==> src/rtl/seg7_scan_driver_pkg.sv <==
// Shared constants and types for the seven-segment scan path.
package seg7_scan_driver_pkg;

    localparam logic [6:0] SEG_OFF = 7'h7F;
    localparam logic [3:0] AN_OFF  = 4'hF;

    typedef logic [1:0] digit_idx_t;

    // Active-low patterns, bit order g..a, indexed by nibble value.
    localparam logic [6:0] SEG_TABLE [16] = '{
        7'b1000000, 7'b1111001, 7'b0100100, 7'b0110000,
        7'b0011001, 7'b0010010, 7'b0000010, 7'b1111000,
        7'b0000000, 7'b0010000, 7'b0001000, 7'b0000011,
        7'b1000110, 7'b0100001, 7'b0000110, 7'b0001110
    };

endpackage

==> src/rtl/seg7_scan_driver_hex_to_seg7.sv <==
// Combinational hex nibble to active-low seven-segment pattern.
module hex_to_seg7
    import seg7_scan_driver_pkg::*;
(
    input  logic [3:0] hex,
    output logic [6:0] seg
);

    assign seg = SEG_TABLE[hex];

endmodule

==> src/rtl/seg7_scan_driver.sv <==
// Four-digit common-anode scan driver with frame snapshot,
// anti-ghosting guard and optional leading-zero blanking.
module seg7_scan_driver
    import seg7_scan_driver_pkg::*;
#(
    parameter int REFRESH_DIV  = 50000,
    parameter int GUARD_CYCLES = 500,
    parameter bit LZ_SUPPRESS  = 1'b0
) (
    input  logic       clk,
    input  logic       clear,
    input  logic       enable,
    input  logic [3:0] digit0,
    input  logic [3:0] digit1,
    input  logic [3:0] digit2,
    input  logic [3:0] digit3,
    input  logic [3:0] dp_in,
    input  logic [3:0] blank_mask,
    output logic [3:0] an,
    output logic [6:0] seg,
    output logic       dp,
    output logic       frame_tick
);

    localparam int CW = (REFRESH_DIV > 1) ? $clog2(REFRESH_DIV) : 1;
    localparam logic [CW-1:0] CNT_MAX = CW'(REFRESH_DIV - 1);
    localparam logic [CW-1:0] GUARD   = CW'(GUARD_CYCLES);

    logic [CW-1:0]     cnt_q, cnt_d;
    digit_idx_t        idx_q, idx_d;
    logic [3:0][3:0]   snap_q, snap_d;
    logic [3:0]        dp_snap_q, dp_snap_d;
    logic [3:0]        blank_snap_q, blank_snap_d;
    logic [3:0]        an_q, an_d;
    logic [6:0]        seg_q, seg_d;
    logic              dp_q, dp_d;
    logic              tick_q, tick_d;

    logic [3:0]        suppressed;
    logic [6:0]        seg_lit;
    logic              slot_end;

    hex_to_seg7 u_dec (
        .hex (snap_q[idx_q]),
        .seg (seg_lit)
    );

    // A digit is a leading zero when it and every digit left of it is zero.
    always_comb begin
        suppressed    = 4'b0000;
        suppressed[3] = LZ_SUPPRESS && (snap_q[3] == 4'h0);
        suppressed[2] = suppressed[3] && (snap_q[2] == 4'h0);
        suppressed[1] = suppressed[2] && (snap_q[1] == 4'h0);
    end

    always_comb begin
        cnt_d        = cnt_q;
        idx_d        = idx_q;
        snap_d       = snap_q;
        dp_snap_d    = dp_snap_q;
        blank_snap_d = blank_snap_q;
        tick_d       = 1'b0;
        an_d         = AN_OFF;
        seg_d        = SEG_OFF;
        dp_d         = 1'b1;
        slot_end     = (cnt_q == CNT_MAX);

        if (enable) begin
            cnt_d  = slot_end ? '0 : cnt_q + 1'b1;
            idx_d  = slot_end ? idx_q + 2'd1 : idx_q;
            tick_d = slot_end && (idx_q == 2'd3);
            if ((cnt_q == '0) && (idx_q == 2'd0)) begin
                snap_d       = {digit3, digit2, digit1, digit0};
                dp_snap_d    = dp_in;
                blank_snap_d = blank_mask;
            end
            if ((cnt_q >= GUARD) &&
                !blank_snap_q[idx_q] && !suppressed[idx_q]) begin
                an_d  = ~(4'b0001 << idx_q);
                seg_d = seg_lit;
                dp_d  = ~dp_snap_q[idx_q];
            end
        end
    end

    always_ff @(posedge clk or posedge clear) begin
        if (clear) begin
            cnt_q        <= '0;
            idx_q        <= 2'd0;
            snap_q       <= '0;
            dp_snap_q    <= 4'h0;
            blank_snap_q <= 4'h0;
            an_q         <= AN_OFF;
            seg_q        <= SEG_OFF;
            dp_q         <= 1'b1;
            tick_q       <= 1'b0;
        end else begin
            cnt_q        <= cnt_d;
            idx_q        <= idx_d;
            snap_q       <= snap_d;
            dp_snap_q    <= dp_snap_d;
            blank_snap_q <= blank_snap_d;
            an_q         <= an_d;
            seg_q        <= seg_d;
            dp_q         <= dp_d;
            tick_q       <= tick_d;
        end
    end

    assign an         = an_q;
    assign seg        = seg_q;
    assign dp         = dp_q;
    assign frame_tick = tick_q;

endmodule
==> config.mk <==
export PLATFORM = sky130hd
export DESIGN_NAME = seg7_scan_driver
export DESIGN_NICKNAME = d
export VERILOG_FILES = /design/src/rtl/seg7_scan_driver_pkg.sv /design/src/rtl/seg7_scan_driver_hex_to_seg7.sv /design/src/rtl/seg7_scan_driver.sv
export SDC_FILE = /design/constraint.sdc
export NUM_CORES = 1
export LEC_CHECK = 0
export ABC_AREA = 1
export CAP_MARGIN = 20
export CELL_PAD_IN_SITES_DETAIL_PLACEMENT = 1
export CELL_PAD_IN_SITES_GLOBAL_PLACEMENT = 1
export CORE_MARGIN = 5
export CORE_UTILIZATION = 37
export CTS_CLUSTER_DIAMETER = 60
export DETAILED_ROUTE_END_ITERATION = 10
export GPL_TIMING_DRIVEN = 0
export PLACE_DENSITY = 0.84
export SYNTH_ARGS = -nofsm -noshare
export SYNTH_HDL_FRONTEND = slang
export SYNTH_SLANG_ARGS = --single-unit
==> constraint.sdc <==
create_clock -name clk -period 1.6 [get_ports clk]
set_input_delay 0.32 -clock clk [delete_from_list [all_inputs] [get_ports clk]]
set_output_delay 0.32 -clock clk [all_outputs]
set_load 0.03 [all_outputs]
* After elaboration in Yosys (flattened, before gate mapping) *
Memories as Yosys holds them, arrays and structs flattened.
Cells that the tools add are included.

cells by class
  shift operators = 1
  $lt $le $gt $ge = 3
  bitwise gates (word level) = 3
  $add $sub $neg = 2
  reduce and logical (&&, ||, !) cells = 10
  mux-type cells = 18
  equality and inequality tests = 2

operators with widths
  cell                                                  number
  two-way mux 7 bit                                     4
  adder 16 x 1 -> 16 bit, second input constant         1
  == test 16 bit, second input constant                 1
  >= comparator 16 x 9 -> 1 bit, second input constant  1
  logical NOT 16 bit                                    1
  two-way mux 16 bit                                    1
  two-way mux 4 bit                                     3
  binary-select mux 4 bit (select 2 bit)                1
  binary-select mux 1 bit (select 2 bit)                3
  two-way mux 1 bit                                     6
  >= comparator 5 bit, second input constant            1
  inverter 4 -> 5 bit                                   1
  logical AND 1 bit                                     4
  inverter 4 bit                                        1
  AND reduction 2 bit                                   2
  << shifter 1 x 2 -> 4 bit, first input constant       1
  < comparator 2 x 3 -> 1 bit, second input constant    1
  adder 2 x 1 -> 2 bit, second input constant           1
  == test 2 bit, second input constant                  1
  logical NOT 1 bit                                     2
  logical NOT 2 bit                                     1
  inverter 1 bit                                        1

storage, ports and cells
  register bits = 55
  input port bits = 27
  ROM bits = 112
  logic and storage cells = 52
  memories kept = 1

memory list
  name              words  width  rd ports  clocked after memory_dff  wr ports  RTL line                           RTL
  (name not given)  16     7      1         0                         0         seg7_scan_driver_hex_to_seg7.sv:9  assign seg = SEG_TABLE[hex];

* Depth between registers and ports, before layout *
  depth in word-level cells = 8
  mapped depth = 11
  mapped depth without buffers = 10

* Modules after synthesis *
A second synthesis with hierarchy kept.

unflattened totals
  cells, all modules = 391
  area total of the unflattened synthesis = 3088.0 µm²

by module, submodules not included
  module            sequential area each (µm²)  area each (µm²)  instances  cells an instance
  seg7_scan_driver  1391.3                      2813.9           1          342
  hex_to_seg7       0.0                         274.0            1          49

* Least setup slack after synthesis *
No wires, ideal clock.

  path type = flip-flop to flip-flop
  start = register idx_q[1]
  end = register dp_snap_q[0]
  path slack = -0.009 ns
  data required time = 1.483 ns
  cell stages (with the launch flop) = 10
  arrival time = 1.493 ns
  path through = dfrtp_1 > buf_2 > inv_2 > ha_1 > nand3_1 > nor2_4 > nand3_4 > buf_6 > nand2_1 > nand2_1

on the way
  cells in the longest elaborated chain, start to end = 3

ends and longest elaborated chain
  element                        RTL line                 RTL
  start: declaration             seg7_scan_driver.sv:30   digit_idx_t idx_q, idx_d;
  start signal: assignment       seg7_scan_driver.sv:99   idx_q <= idx_d;
  logical NOT 2 bit              seg7_scan_driver.sv:72   if ((cnt_q == '0) && (idx_q == 2'd0)) begin
  logical AND 1 bit              seg7_scan_driver.sv:72
  AND reduction 2 bit (no line)  n/a
  end signal: assignment         seg7_scan_driver.sv:101  dp_snap_q <= dp_snap_d;
  end: declaration               seg7_scan_driver.sv:32   logic [3:0] dp_snap_q, dp_snap_d;

Every way passes these cells.
A chain may end at the register's enable or synchronous reset.

* Worst setup path after layout *
  start = register idx_q[0]
  end = register snap_q[15] in the netlist's numbering

on the way
  cells in the longest elaborated chain, start to end = 3

ends and longest elaborated chain
  element                        RTL line                 RTL
  logical NOT 2 bit              seg7_scan_driver.sv:72
  logical AND 1 bit              seg7_scan_driver.sv:72
  AND reduction 2 bit (no line)  n/a
  end signal: assignment         seg7_scan_driver.sv:100  snap_q <= snap_d;
  end: declaration               seg7_scan_driver.sv:31   logic [3:0][3:0] snap_q, snap_d;

Every way passes these cells.

==> metrics.cfg <==
[die]
die_area_mm2 = 0.0103
design.core.area_mm2 = 0.00818
die_h_um = 101
initial_utilization = 0.377
placementRows = 33
io_pins = 40
die_w_um = 101

[clock_tree]
cts.clk_slew.worst_paths_ns = 0.12
numClockSinks = 55
cts_buffer_depth = 2
cts_max_level = 2
cts_root_buf = clkbuf_8
cts_tree = yes
cts_buffers = 5
cts_hold_buf = 0
clk_latency_ns = 0.33

[grt]
grt_max_degree = 43
grt_first_pass_wirelength_um = 15600
track_usage = 0.192
antenna_found_initial = 0
grt-ovfl-total = 0
grt_pass1_vias = 3183

[routing]
postRouteAntennaNets = 0
drt_pass1_iterations = 4
vias_per_cell = 5.40
routed_wl_um = 10800
drtIter0Drc = 119
drc_errors = 0
vias = 3045
wl_per_cell_um = 19.2

[worst_setup_path]
crit_fanout = 7
max_stage_delay_ns = 0.48
cp_slowest_cell = dfrtp_2
crit_chain = inv_4 > buf_8 > ha_4 > nand3_4 > nor2_4 > nand3_4 > buf_12 > nand2_4 > nand2_2
crit_type = flop to flop
endpoint_kind = flop
startpoint_type = flop
crit_path_frequent_cell = nand3_4
required_ns = 1.81
cp.arrival_ns = 1.89

[yosys]
syn_inst = 390
netlist.area_leader.share = 0.349
ys_warn_count = 0
ys_ff_latch = 55
avgSynthCellArea_um2 = 7.91
syn_area_mm2 = 0.00309
synthArstFlopShare = 1.00
synth-edff-count = 0
ys.flop_type = dfrtp_1
synth_cell_type_count = 27
yosysSeqAreaShare = 0.451
ys_top_cells_by_area = dfrtp_1 35%, nand2_1 17%, dfstp_2 10%
yosysTopAreaCell = dfrtp_1
synth_nets = 429

[power]
power_density_mw_per_mm2 = 776
ir_drop_uv = 326
leakage_nw = 1.98
power.total_mw = 3.26

[sta]
skew_ns = 0.0239
finalSetupViolCount = 29
fin_ws_ns = -0.0741
post-route-min-period_ns = 1.67
slew-limit-headroom = 0.769
fin_setup_tns_ns = -1.42
tightest_slew_ns = 0.346
fin_crit_sh = 1.05
hold_violations = 0
rsz0062_at_grt = true
max_freq_mhz = 597
slew_violations = 0

[cells_and_area]
final_layout_size_suffix_gt1_frac = 0.303
num_antenna_cells = 0
nFillCells = 983
area_delta_synth_final_pct = 36.0
num-nets-final = 497

[status]
failed_checks = negative setup slack
status = complete, but fails checks

[place]
place_congestion = 0.824
io_buffers = 39
hpwlAfterDp_um = 6190

[min_path]
hp-class = input port to asynchronous set/reset pin

[flow_run]
cap_violations = 0

## Yosys cell counts, types with 2 or more instances
cell type and n:
buf_2 3, buf_4 6, buf_6 3, dfrtp_1 43, dfstp_2 12, ha_1 12
inv_1 32, inv_2 2, nand2_1 136, nand2_2 7, nand3_1 37, nand3_2 3
nand4_1 30, nor2_1 34, nor2_2 3, nor2_4 3, nor3_1 4, o21ai_0 5
o21bai_1 2, xnor2_1 4, xor2_1 3
## final cells by class
| class | count | area [um^2] | area share |
|---|---|---|---|
| multi-input combinational | 290 | 1740 | 0.415 |
| buffer | 10 | 101 | 0.0242 |
| clock buffer | 6 | 72.6 | 0.0173 |
| tap | 105 | 131 | 0.0313 |
| timing repair buffer | 62 | 594 | 0.142 |
| sequential | 55 | 1390 | 0.332 |
| inverter | 34 | 148 | 0.0352 |
| clock inverter | 2 | 12.5 | 0.00298 |
## per-stage QoR
stage / setup slack, ns / util / hold slack, ns / cell area (um^2) / instances
after global routing: -0.130 / 0.513 / 0.348 / 4200 / 564
after detailed placement: -0.387 / 0.444 / 0.454 / 3630 / 535
after global placement: -0.337 / 0.442 / 0.453 / 3610 / 534
after floorplan: 0.0161 / - / 0.390 / 3090 / 390
final: -0.0741 / 0.513 / 0.333 / 4200 / 564
after CTS: -0.00521 / 0.477 / 0.341 / 3900 / 554
## report_power, final
group | total, mW | internal [mW] | switching (mW) | leakage, nW
Clock | 0.807 | 0.308 | 0.498 | 0.0412
Sequential | 1.69 | 1.51 | 0.178 | 0.692
Combinational | 0.764 | 0.290 | 0.474 | 1.25
## layout by cell type (no fill, tap or decap), types with 13 or more instances in the layout
cell type,count
inv_1,26
nand3_1,26
nand4_1,30
nand2_2,37
nand2_1,99
buf_4,19
nor2_1,30
dfrtp_1,41
nand3_2,13
clkdlybuf4s50_1,26
## worst max-delay path: cells and delay by family, from the launching register on
family / cells / cell delay, ns
buf+inv: 3 / 0.39
fa+ha+maj: 1 / 0.15
simple gates: 5 / 0.53
flops: 1 / 0.48
## routing by layer
metal  GRT usage  routed length, um  vias to the layer above
met5           0                  0                        -
met4      0.0654                304                        0
met3      0.0262                424                       29
met2       0.343               5620                       90
met1       0.237               4500                     1531
li1            -                  -                     1395
## state kept, by name, indices dropped and copies added (netlist names)
| register | flops |
|---|---|
| blank_snap_q | 4 |
| idx_q | 2 |
| dp | 1 |
| snap_q | 16 |
| seg | 7 |
| dp_snap_q | 4 |
| cnt_q | 16 |
| frame_tick | 1 |
| an | 4 |
## timing repair
item                       in CTS  in global routing
setup buffers                  11                  9
gates cloned                    2                  1
setup endpoints to repair      45                 46
gates resized for setup        42                 71
pin swaps                       6                 13
## cell families (layout without fill, tap and decap cells)
kind of cell | Yosys count | in the layout | share of synthesized area
and+or+nand+nor | 260 | 261 | 0.391
DFF | 55 | 55 | 0.451
buffers and inverters | 46 | 114 | 0.0718
adders and majority gates | 12 | 12 | 0.0487
AOI/OAI and AO/OA | 10 | 10 | 0.0182
xor gates and xnor gates | 7 | 7 | 0.0199
## final timing paths
kind	start	endpoint	slack, ns	depth (start not counted)
max in group asynchronous	clear	dp	0.71	3
setup reg to reg	idx_q[0]	snap_q[15]	-0.07	9
hold reg to reg	dp_snap_q[2]	dp_snap_q[2]	0.49	2
min in group clk	dp_snap_q[2]	dp_snap_q[2]	0.49	2
setup / recovery	idx_q[0]	snap_q[15]	-0.07	9
hold / removal	clear	frame_tick	0.33	2
Note: power is estimated with default switching activity, not from simulation.
